===== src/rtl/readout_sched_pkg.sv =====
// Shared types and constants for the two-channel ADC readout scheduler.
package readout_sched_pkg;

  localparam logic [3:0]  SYNC_TAG_DEF   = 4'hA;
  localparam logic [11:0] PAD_SAMPLE_DEF = 12'hFFF;
  localparam int          LEN_MSB        = 9;

  typedef enum logic [3:0] {
    ST_IDLE, ST_HPOP, ST_HLAT, ST_TAG, ST_HLO, ST_HHI,
    ST_FETCH, ST_S0RD, ST_S0LAT, ST_S1RD, ST_S1LAT,
    ST_B0, ST_B1, ST_B2, ST_DONE
  } state_t;

  typedef enum logic {SEND_WAIT, SEND_GAP} send_t;

  // Byte sequencing: B2 only exists when a second sample was taken.
  function automatic state_t after_byte(state_t st, logic two);
    case (st)
      ST_TAG:  return ST_HLO;
      ST_HLO:  return ST_HHI;
      ST_B0:   return ST_B1;
      ST_B1:   return two ? ST_B2 : ST_FETCH;
      default: return ST_FETCH;
    endcase
  endfunction

endpackage


===== src/rtl/readout_sched_rr_arb2.sv =====
// Two-requester round-robin arbiter; remembers the last served channel.
module rr_arb2 (
  input  logic       clk,
  input  logic       reset,
  input  logic [1:0] req,
  input  logic       upd,
  input  logic       upd_ch,
  output logic [1:0] gnt
);

  logic last;

  // last starts at 1 so channel 0 wins the first tie
  always_ff @(posedge clk) begin
    if (reset)    last <= 1'b1;
    else if (upd) last <= upd_ch;
  end

  always_comb begin
    gnt = req;
    if (req == 2'b11) gnt = last ? 2'b01 : 2'b10;
  end

endmodule


===== src/rtl/readout_sched.sv =====
// Serializes header/sample frames from two ADC channels onto a single UART TX.
//  state  | meaning
//  IDLE   | wait for en and a pending header, grant a channel
//  HPOP   | header pop strobe active
//  HLAT   | header word valid, latch it and the sample count
//  TAG    | send {SYNC_TAG,000,ch}
//  HLO    | send header[7:0]
//  HHI    | send header[15:8]
//  FETCH  | frame done if no samples left, else pop first sample
//  S0RD   | first sample pop strobe active
//  S0LAT  | latch first sample, pop second one if the pair is complete
//  S1RD   | second sample pop strobe active
//  S1LAT  | latch second sample
//  B0..B2 | send packed sample bytes
//  DONE   | count frame, release the bus
module readout_sched
  import readout_sched_pkg::*;
#(
  parameter logic [3:0]  SYNC_TAG   = SYNC_TAG_DEF,
  parameter logic [11:0] PAD_SAMPLE = PAD_SAMPLE_DEF
) (
  input  logic        clk,
  input  logic        reset,
  input  logic        en,
  input  logic [7:0]  ch0_hdr_lvl,
  input  logic [15:0] ch0_hdr_data,
  output logic        ch0_hdr_rd,
  input  logic [9:0]  ch0_dat_lvl,
  input  logic [11:0] ch0_dat_data,
  output logic        ch0_dat_rd,
  input  logic [7:0]  ch1_hdr_lvl,
  input  logic [15:0] ch1_hdr_data,
  output logic        ch1_hdr_rd,
  input  logic [9:0]  ch1_dat_lvl,
  input  logic [11:0] ch1_dat_data,
  output logic        ch1_dat_rd,
  output logic [7:0]  tx_byte,
  output logic        tx_load,
  input  logic        tx_ready,
  output logic        busy,
  output logic        cur_ch,
  output logic        underrun,
  output logic [15:0] frame_cnt
);

  state_t      state;
  send_t       send;
  logic [15:0] hdr_reg;
  logic [9:0]  rem;
  logic [11:0] s0, s1;
  logic        pair, pad;
  logic [1:0]  gnt;
  logic [15:0] hdr_data;
  logic [9:0]  dat_lvl;
  logic [11:0] dat_data;

  assign hdr_data = cur_ch ? ch1_hdr_data : ch0_hdr_data;
  assign dat_lvl  = cur_ch ? ch1_dat_lvl  : ch0_dat_lvl;
  assign dat_data = cur_ch ? ch1_dat_data : ch0_dat_data;

  rr_arb2 u_arb (
    .clk    (clk),
    .reset  (reset),
    .req    ({ch1_hdr_lvl != 8'd0, ch0_hdr_lvl != 8'd0}),
    .upd    (state == ST_DONE),
    .upd_ch (cur_ch),
    .gnt    (gnt)
  );

  function automatic logic [7:0] frame_byte(state_t st, logic ch, logic [15:0] hdr,
                                            logic [11:0] a, logic [11:0] b, logic two);
    case (st)
      ST_TAG:  return {SYNC_TAG, 3'b000, ch};
      ST_HLO:  return hdr[7:0];
      ST_HHI:  return hdr[15:8];
      ST_B0:   return a[7:0];
      ST_B1:   return two ? {b[3:0], a[11:8]} : {4'h0, a[11:8]};
      ST_B2:   return b[11:4];
      default: return 8'h00;
    endcase
  endfunction

  always_ff @(posedge clk) begin
    if (reset) begin
      state      <= ST_IDLE;
      send       <= SEND_WAIT;
      hdr_reg    <= '0;
      rem        <= '0;
      s0         <= '0;
      s1         <= '0;
      pair       <= 1'b0;
      pad        <= 1'b0;
      ch0_hdr_rd <= 1'b0;
      ch1_hdr_rd <= 1'b0;
      ch0_dat_rd <= 1'b0;
      ch1_dat_rd <= 1'b0;
      tx_byte    <= '0;
      tx_load    <= 1'b0;
      busy       <= 1'b0;
      cur_ch     <= 1'b0;
      underrun   <= 1'b0;
      frame_cnt  <= '0;
    end else begin
      ch0_hdr_rd <= 1'b0;
      ch1_hdr_rd <= 1'b0;
      ch0_dat_rd <= 1'b0;
      ch1_dat_rd <= 1'b0;
      tx_load    <= 1'b0;
      case (state)
        ST_IDLE: if (en && gnt != 2'b00) begin
          cur_ch     <= gnt[1];
          busy       <= 1'b1;
          ch0_hdr_rd <= gnt[0];
          ch1_hdr_rd <= gnt[1];
          state      <= ST_HPOP;
        end
        ST_HPOP: state <= ST_HLAT;
        ST_HLAT: begin
          hdr_reg <= hdr_data;
          rem     <= hdr_data[LEN_MSB:0];
          state   <= ST_TAG;
        end
        ST_TAG, ST_HLO, ST_HHI, ST_B0, ST_B1, ST_B2: begin
          // every load is followed by one cycle where tx_ready is ignored
          if (send == SEND_WAIT) begin
            if (tx_ready) begin
              tx_byte <= frame_byte(state, cur_ch, hdr_reg, s0, s1, pair);
              tx_load <= 1'b1;
              send    <= SEND_GAP;
            end
          end else begin
            send  <= SEND_WAIT;
            state <= after_byte(state, pair);
          end
        end
        ST_FETCH: begin
          if (rem == 10'd0) begin
            state <= ST_DONE;
          end else begin
            pair       <= (rem >= 10'd2);
            pad        <= (dat_lvl == 10'd0);
            ch0_dat_rd <= !cur_ch && dat_lvl != 10'd0;
            ch1_dat_rd <= cur_ch && dat_lvl != 10'd0;
            rem        <= rem - 10'd1;
            state      <= ST_S0RD;
          end
        end
        ST_S0RD: state <= ST_S0LAT;
        ST_S0LAT: begin
          s0 <= pad ? PAD_SAMPLE : dat_data;
          if (pad) underrun <= 1'b1;
          if (pair) begin
            pad        <= (dat_lvl == 10'd0);
            ch0_dat_rd <= !cur_ch && dat_lvl != 10'd0;
            ch1_dat_rd <= cur_ch && dat_lvl != 10'd0;
            rem        <= rem - 10'd1;
            state      <= ST_S1RD;
          end else begin
            state <= ST_B0;
          end
        end
        ST_S1RD: state <= ST_S1LAT;
        ST_S1LAT: begin
          s1 <= pad ? PAD_SAMPLE : dat_data;
          if (pad) underrun <= 1'b1;
          state <= ST_B0;
        end
        ST_DONE: begin
          frame_cnt <= frame_cnt + 16'd1;
          busy      <= 1'b0;
          state     <= ST_IDLE;
        end
        default: state <= ST_IDLE;
      endcase
    end
  end

endmodule


===== config.mk =====
export PLATFORM = sky130hd
export DESIGN_NAME = readout_sched
export DESIGN_NICKNAME = d
export VERILOG_FILES = /design/src/rtl/readout_sched_pkg.sv /design/src/rtl/readout_sched_rr_arb2.sv /design/src/rtl/readout_sched.sv
export SDC_FILE = /design/constraint.sdc
export NUM_CORES = 1
export LEC_CHECK = 0
export ABC_AREA = 1
export CAP_MARGIN = 0
export CORE_ASPECT_RATIO = 1.75
export CORE_MARGIN = 2
export CORE_UTILIZATION = 25
export CTS_CLUSTER_DIAMETER = 50
export CTS_CLUSTER_SIZE = 28
export DETAILED_ROUTE_END_ITERATION = 10
export SETUP_SLACK_MARGIN = 0.4
export SLEW_MARGIN = 10
export SYNTH_ARGS = -nofsm -noshare
export SYNTH_HDL_FRONTEND = slang
export SYNTH_SLANG_ARGS = --single-unit

===== constraint.sdc =====
create_clock -name clk -period 1.5 [get_ports clk]
set_input_delay 0.225 -clock clk [delete_from_list [all_inputs] [get_ports clk]]
set_output_delay 0.225 -clock clk [all_outputs]
set_load 0.005 [all_outputs]

-- Yosys cells after proc, flatten, opt, wreduce, memory -nomap -nowiden
Cells that the tools add are included.
- input port bits: 96
- register bits after elaboration: 90
- output and inout bits: 32
- word-level logic and storage cells: 103
- add/subtract/negate cells: 2
- bitwise operators: 5
- reductions and logical operators: 26
- $lt $le $gt $ge: 1
- equality and inequality tests: 19
- mux-type cells: 31
- operators with widths (operator ; count):
    case mux 8 bit (6 select lines) ; 1
    case mux 4 bit (9 select lines) ; 1
    2-to-1 mux 10 bit ; 3
    case mux 10 bit (3 select lines) ; 1
    == test 4 bit, second input constant ; 7
    2-to-1 mux 12 bit ; 2
    zero test 10 bit ; 2
    adder 16 x 1 -> 16 bit, second input constant ; 1
    == test 4 x 3 -> 1 bit, second input constant ; 4
    2-to-1 mux 16 bit ; 1
    2-to-1 mux 4 bit ; 4
    case mux 4 bit (4 select lines) ; 1
    nonzero test 8 bit ; 2
    >= comparator 10 x 2 -> 1 bit, second input constant ; 1
    AND reduction 2 bit ; 5
    nonzero test 10 bit ; 1
    subtractor 10 x 1 -> 10 bit, second input constant ; 1
    2-to-1 mux 1 bit ; 9
    AND reduction 3 bit ; 3
    == test 4 x 2 -> 1 bit, second input constant ; 2
    2-to-1 mux 8 bit ; 1
    inequality test 2 bit, second input constant ; 4
    case mux 1 bit (2 select lines) ; 4
    2-to-1 mux 2 bit ; 3
    other kinds (11) ; 20

-- Longest topological paths before layout
- depth after elaboration: 7
- mapped depth: 11
- gate-level depth less buffers: 10

-- Modules after synthesis
From an unflattened synthesis, not the netlist that was laid out.
- cells, all modules: 686
- area, all modules: 4540.6 um^2
- by module, submodules not included (module ; times used ; cells each ; sequential area each (um^2) ; area each (um^2)):
    readout_sched ; 1 ; 677 ; 1781.7 ; 4481.8
    rr_arb2 ; 1 ; 9 ; 20.0 ; 58.8

-- Worst setup path after synthesis
No wires, ideal clock.
- path type: flip-flop to flip-flop
- start: register rem[0]
- end: register rem[2]
- path slack: 0.026 ns
- arrival: 1.346 ns
- period minus slack after synthesis: 1.474 ns
- stages on the path, launching flop included: 10
- data required time: 1.372 ns
- library setup time: 0.128 ns
- buffers on the path: 0
- cell sequence: dfxtp_1 > inv_1 > ha_1 > nand2_1 > nor2_1 > nand3_1 > nand2_2 > inv_2 > o21ai_0 > nor2_1
- longest elaborated chain between the ends: 3
- elaborated cells between the ends (all ways): 7
- classes of those cells: add/sub (1); eq/ne (1); mux (3); reduce/logical (2)
- RTL lines (what ; line ; text):
    start: declaration ; readout_sched.sv:49 ; logic [9:0] rem;
    start signal: assignment ; readout_sched.sv:120 ; rem <= hdr_data[LEN_MSB:0];
    start signal: assignment ; readout_sched.sv:144 ; rem <= rem - 10'd1;
    start signal: assignment ; readout_sched.sv:156 ; rem <= rem - 10'd1;
    subtractor 10 x 1 -> 10 bit / zero test 10 bit (equally long branches) ; readout_sched.sv:144, readout_sched.sv:156, readout_sched.sv:137 ;
    2-to-1 mux 10 bit (tied with other cells) ; readout_sched.sv:152 ; if (pair) begin
    case mux 10 bit (3 select lines) / AND reduction 3 bit (equally long branches) ; n/a ;
Several ways; a longest one is shown, not always the timed one. The select of a mux whose other input is x is not followed.
A chain may end at the register's enable or synchronous reset.

-- Worst setup path after layout
- start: register state[0]
- end: register rem[2]
- longest elaborated chain between the ends: 3
- elaborated cells between the ends (all ways): 8
- classes of those cells: eq/ne (5); mux (1); reduce/logical (2)
- RTL lines (what ; line ; text):
    start: declaration ; readout_sched.sv:46 ; state_t state;
    start signal: assignment ; readout_sched.sv:133 ; state <= after_byte(state, pair);
    == test 4 x 3 -> 1 bit (tied with other cells) ; readout_sched.sv:109 ; case (state)
    inequality test 2 bit (no source line) / nonzero test 3 bit (equally long branches) ; n/a ;
    AND reduction 3 bit (no source line) ; n/a ;
Several ways; a longest one is shown, not always the timed one.

==> run_summary.xml <==
<?xml version="1.0" encoding="UTF-8"?>
<metrics>
  <group name="die">
    <metric name="core_area" unit="um^2">18400</metric>
    <metric name="die_w" unit="um">107</metric>
    <metric name="top_ports" unit="">128</metric>
    <metric name="die_h" unit="um">185</metric>
    <metric name="placement_rows" unit="">66</metric>
    <metric name="area_enclosed_by_the_die_boundary" unit="um^2">19800</metric>
    <metric name="initial_core_util" unit="">0.254</metric>
  </group>
  <group name="route">
    <metric name="vias" unit="">5478</metric>
    <metric name="antenna_violating_nets_post_route" unit="">0</metric>
    <metric name="post_drt_wl_per_cell" unit="um">14.3</metric>
    <metric name="drc" unit="">0</metric>
    <metric name="finalWirelength" unit="um">16900</metric>
    <metric name="drt_pass1_iterations" unit="">4</metric>
    <metric name="post_drt_via_cell_ratio" unit="">4.64</metric>
    <metric name="drt_first_iter_violations" unit="">180</metric>
  </group>
  <group name="sta">
    <metric name="timing_max_transition_violations_final" unit="">0</metric>
    <metric name="slew-limit-headroom" unit="">0.675</metric>
    <metric name="layout_worst_path_cycle_share" unit="">0.975</metric>
    <metric name="setup-tns-final" unit="ps">0</metric>
    <metric name="hold_violations" unit="">0</metric>
    <metric name="post_layout_minimum_cycle_time" unit="ps">1460</metric>
    <metric name="worst_pin_slew" unit="ps">488</metric>
    <metric name="grt_setup_unrepaired" unit="">true</metric>
    <metric name="finalSetupViolations" unit="">0</metric>
    <metric name="max_freq" unit="GHz">0.684</metric>
    <metric name="fin_worst_skew" unit="ps">6.25</metric>
  </group>
  <group name="grt">
    <metric name="grt_max_degree" unit="">35</metric>
    <metric name="number_of_antenna_violations_at_the_first_check_in_global_routing" unit="">0</metric>
    <metric name="global_route.overflow_total" unit="">0</metric>
    <metric name="first_global_vias" unit="">5338</metric>
    <metric name="wire_length_of_the_first_global_routing_pass" unit="um">26300</metric>
    <metric name="global_router_s_overall_resource_usage" unit="">0.170</metric>
  </group>
  <group name="logic_synthesis">
    <metric name="synth_area_per_cell" unit="um^2">6.51</metric>
    <metric name="syn-cell-area" unit="um^2">4670</metric>
    <metric name="synth_fp_nets" unit="">817</metric>
    <metric name="synth_cell_types" unit="">37</metric>
    <metric name="synth_top_cell_by_area" unit="">sky130_fd_sc_hd__dfxtp_1</metric>
    <metric name="postSynthCellCount" unit="">718</metric>
    <metric name="yosys-top-cells-area" unit="">sky130_fd_sc_hd__dfxtp_1 (39%), sky130_fd_sc_hd__nand2_1 (16%), sky130_fd_sc_hd__nor2_1 (7.7%)</metric>
    <metric name="synth_top_area_frac" unit="">0.386</metric>
    <metric name="synth.yosys.warnings" unit="">0</metric>
    <metric name="postSynthRegisterBits" unit="">90</metric>
    <metric name="synth.yosys.seq_area_share" unit="">0.386</metric>
  </group>
  <group name="pwr">
    <metric name="total_power" unit="W">0.0114</metric>
    <metric name="peakVddDrop" unit="mV">0.593</metric>
    <metric name="power.share.combinational" unit="">0.514</metric>
    <metric name="power.leakage" unit="nW">3.42</metric>
    <metric name="power.density" unit="nW/um^2">1380</metric>
    <metric name="sw_frac_of_total" unit="">0.386</metric>
    <metric name="seq_pwr_share" unit="">0.281</metric>
    <metric name="switchingPower" unit="W">0.00440</metric>
    <metric name="p_clk_frac" unit="">0.205</metric>
    <metric name="internal-power" unit="W">0.00699</metric>
  </group>
  <group name="setup_path">
    <metric name="critical_path_depth" unit="">11</metric>
    <metric name="path_delay_family" unit="">simple AND/OR/NAND/NOR gates</metric>
    <metric name="critical_path.reg2reg.endpoint" unit="">rem[2]</metric>
    <metric name="startpoint_type" unit="">flop</metric>
    <metric name="maximum_cell_stage_delay_along_the_critical_path" unit="ps">330</metric>
    <metric name="worstPathBufferInverterCount" unit="">3</metric>
    <metric name="cp_cell_sequence" unit="">buf_12, nor2_4, buf_4, nand2_8, nand2_8, buf_12, nand3_1, o21ai_0, nand2_1, o21ai_1, nor2_1</metric>
    <metric name="required" unit="ps">1720</metric>
    <metric name="setup.worst_path.class" unit="">flop to flop</metric>
    <metric name="worst_setup_path_endpoint" unit="">rem[2]</metric>
    <metric name="reg2reg_path_depth" unit="">11</metric>
    <metric name="worst_r2r_startpoint" unit="">state[0]</metric>
    <metric name="crit_arrival" unit="ps">1680</metric>
    <metric name="end_kind" unit="">flop</metric>
    <metric name="worst-path-max-fanout" unit="">7</metric>
    <metric name="cp-startpoint" unit="">state[0]</metric>
    <metric name="critical_path.slowest_cell" unit="">sky130_fd_sc_hd__dfxtp_2</metric>
    <metric name="reg2reg_slack" unit="ps">40</metric>
  </group>
  <group name="finish">
    <metric name="final-instance-count-excl-fill" unit="">1181</metric>
    <metric name="nNetsFinal" unit="">1037</metric>
    <metric name="area.growth.synth_to_final" unit="%">76.3</metric>
    <metric name="drive_gt1_frac" unit="">0.370</metric>
    <metric name="n_antenna_cell" unit="">0</metric>
  </group>
  <group name="run_status">
    <metric name="run_status" unit="">completed</metric>
  </group>
  <group name="worst_hold_path">
    <metric name="holdCritPathClass" unit="">input port to flop</metric>
  </group>
  <group name="placed_design">
    <metric name="finalWeightedCongestion" unit="">0.899</metric>
    <metric name="hpwlAfterDp" unit="um">12300</metric>
    <metric name="post-place-cells" unit="">1117</metric>
    <metric name="portBuffers" unit="">127</metric>
  </group>
  <group name="clock_tree">
    <metric name="clock_tree_from_tritoncts" unit="">done</metric>
    <metric name="clock_tree_buffer_depth" unit="">2</metric>
    <metric name="cts_made_buffers" unit="">9</metric>
    <metric name="ctsHtreeMaxLevel" unit="">3</metric>
    <metric name="holdBufCountCts" unit="">0</metric>
    <metric name="cts.clk_slew.worst_paths" unit="ps">60</metric>
    <metric name="clock_latency" unit="ps">340</metric>
    <metric name="cts.sinks" unit="">90</metric>
    <metric name="clock_tree_root_driver_cell" unit="">sky130_fd_sc_hd__clkbuf_16</metric>
  </group>
  <group name="job">
    <metric name="drv.max_cap_violation_count" unit="">0</metric>
  </group>
</metrics>
[worst register-to-register path: cells and delay by family, from the launching register on]
family / cells / cell delay (ps)
AO/OA/AOI/OAI: 2 / 140
buffers and inverters: 3 / 400
flip-flops: 1 / 330
AND/OR/NAND/NOR: 6 / 450
[power by group through the flow]
stage | Sequential [W] | Combinational [W] | Clock [W]
floorplan | 0.00310 | 0.00264 | 0
global placement | 0.00318 | 0.00412 | 0
detailed placement | 0.00318 | 0.00414 | 0
CTS | 0.00317 | 0.00529 | 0.00237
global route | 0.00325 | 0.00635 | 0.00245
finish | 0.00321 | 0.00585 | 0.00233
[layout make-up]
type,instances,area (um^2)
Sequential cell,90,1860
Tap cell,238,298
Timing Repair Buffer,236,2300
Multi-Input combinational cell,537,3180
Clock buffer,14,295
Fill cell,1849,10200
Clock inverter,2,16.3
Inverter,64,283
[layer usage]
metal,part of all wire,global-route usage,vias to the layer above,routed length [um]
li1,-,-,2783,-
met1,0.37,0.178,2558,6210
met2,0.57,0.332,106,9680
met3,0.031,0.0197,31,522
met4,0.031,0.0696,0,532
met5,0,0,-,0
[what timing repair did]
| item | 4_1_cts | 5_1_grt |
|---|---|---|
| pin swaps | 53 | 36 |
| endpoints found under the hold margin | 0 | 0 |
| resized for setup | 267 | 123 |
| endpoints found under the setup margin | 121 | 103 |
| buffers inserted | 34 | 10 |
| cloned | 4 | 0 |
[metrics by stage]
stage / hold WS, ps / utilization / instance area, um^2 / setup WS (ps)
final: 452 / 0.447 / 8230 / 37.4
after global routing: 462 / 0.447 / 8230 / -24.8
after CTS: 446 / 0.427 / 7860 / 91.6
after detailed placement: 440 / 0.368 / 6780 / -85.4
after global placement: 436 / 0.368 / 6780 / -89.6
after floorplan: 386 / - / 4830 / 181
[kinds of logic (layout without fill, tap and decap cells)]
kind of cell             after synthesis  after routing  share of synthesized area
AND/OR/NAND/NOR                      385            385                      0.348
multiplexers                           4              4                    0.00857
adder cells (fa/ha/maj)                3              3                    0.00804
flip-flops                            90             90                      0.386
AO/OA/AOI/OAI                        145            145                      0.168
buffers and inverters                 91            316                     0.0817
[worst min-delay path by stage]
stage / startpoint / slack, ps / cells after the start / to
6_report: ch1_hdr_data[10] / 450 / 3 / hdr_reg[10]
2_1_floorplan: ch0_hdr_data[10] / 390 / 2 / hdr_reg[10]
3_3_place_gp: busy / 440 / 2 / busy
4_1_cts: ch0_hdr_data[13] / 450 / 3 / hdr_reg[13]
5_1_grt: ch0_hdr_data[10] / 460 / 3 / hdr_reg[10]
3_5_place_dp: busy / 440 / 2 / busy
[synth_stat cells (all sizes together)]
| cell type | count |
|---|---|
| nand2 | 208 |
| nor2 | 104 |
| dfxtp | 90 |
| o21ai | 62 |
| inv | 61 |
| a21oi | 58 |
| nand3 | 48 |
| buf | 14 |
| clkbuf | 13 |
| nor3 | 11 |
| a31oi | 8 |
| a211oi | 7 |
| nand4 | 6 |
| mux2i | 4 |
| clkinv | 3 |
| ha | 3 |
| nor3b | 3 |
| o2bb2ai | 3 |
| or2 | 3 |
| o21bai | 2 |
| a21o | 1 |
| a22o | 1 |
| and3 | 1 |
| nand3b | 1 |
| o211ai | 1 |
| o21a | 1 |
| o22ai | 1 |
[placed cells by master (no fill, tap or decap), drive strengths merged, types with 2 or more instances in the layout]
master,n
a211oi,7
a21oi,58
a31oi,8
buf,132
clkbuf,20
clkdlybuf4s15,3
clkdlybuf4s50,95
clkinv,3
dfxtp,90
ha,3
inv,62
mux2i,4
nand2,208
nand3,48
nand4,6
nor2,104
nor3,11
nor3b,3
o21ai,62
o21bai,2
o2bb2ai,3
or2,3
No activity file was read; power rests on OpenSTA's default activity.
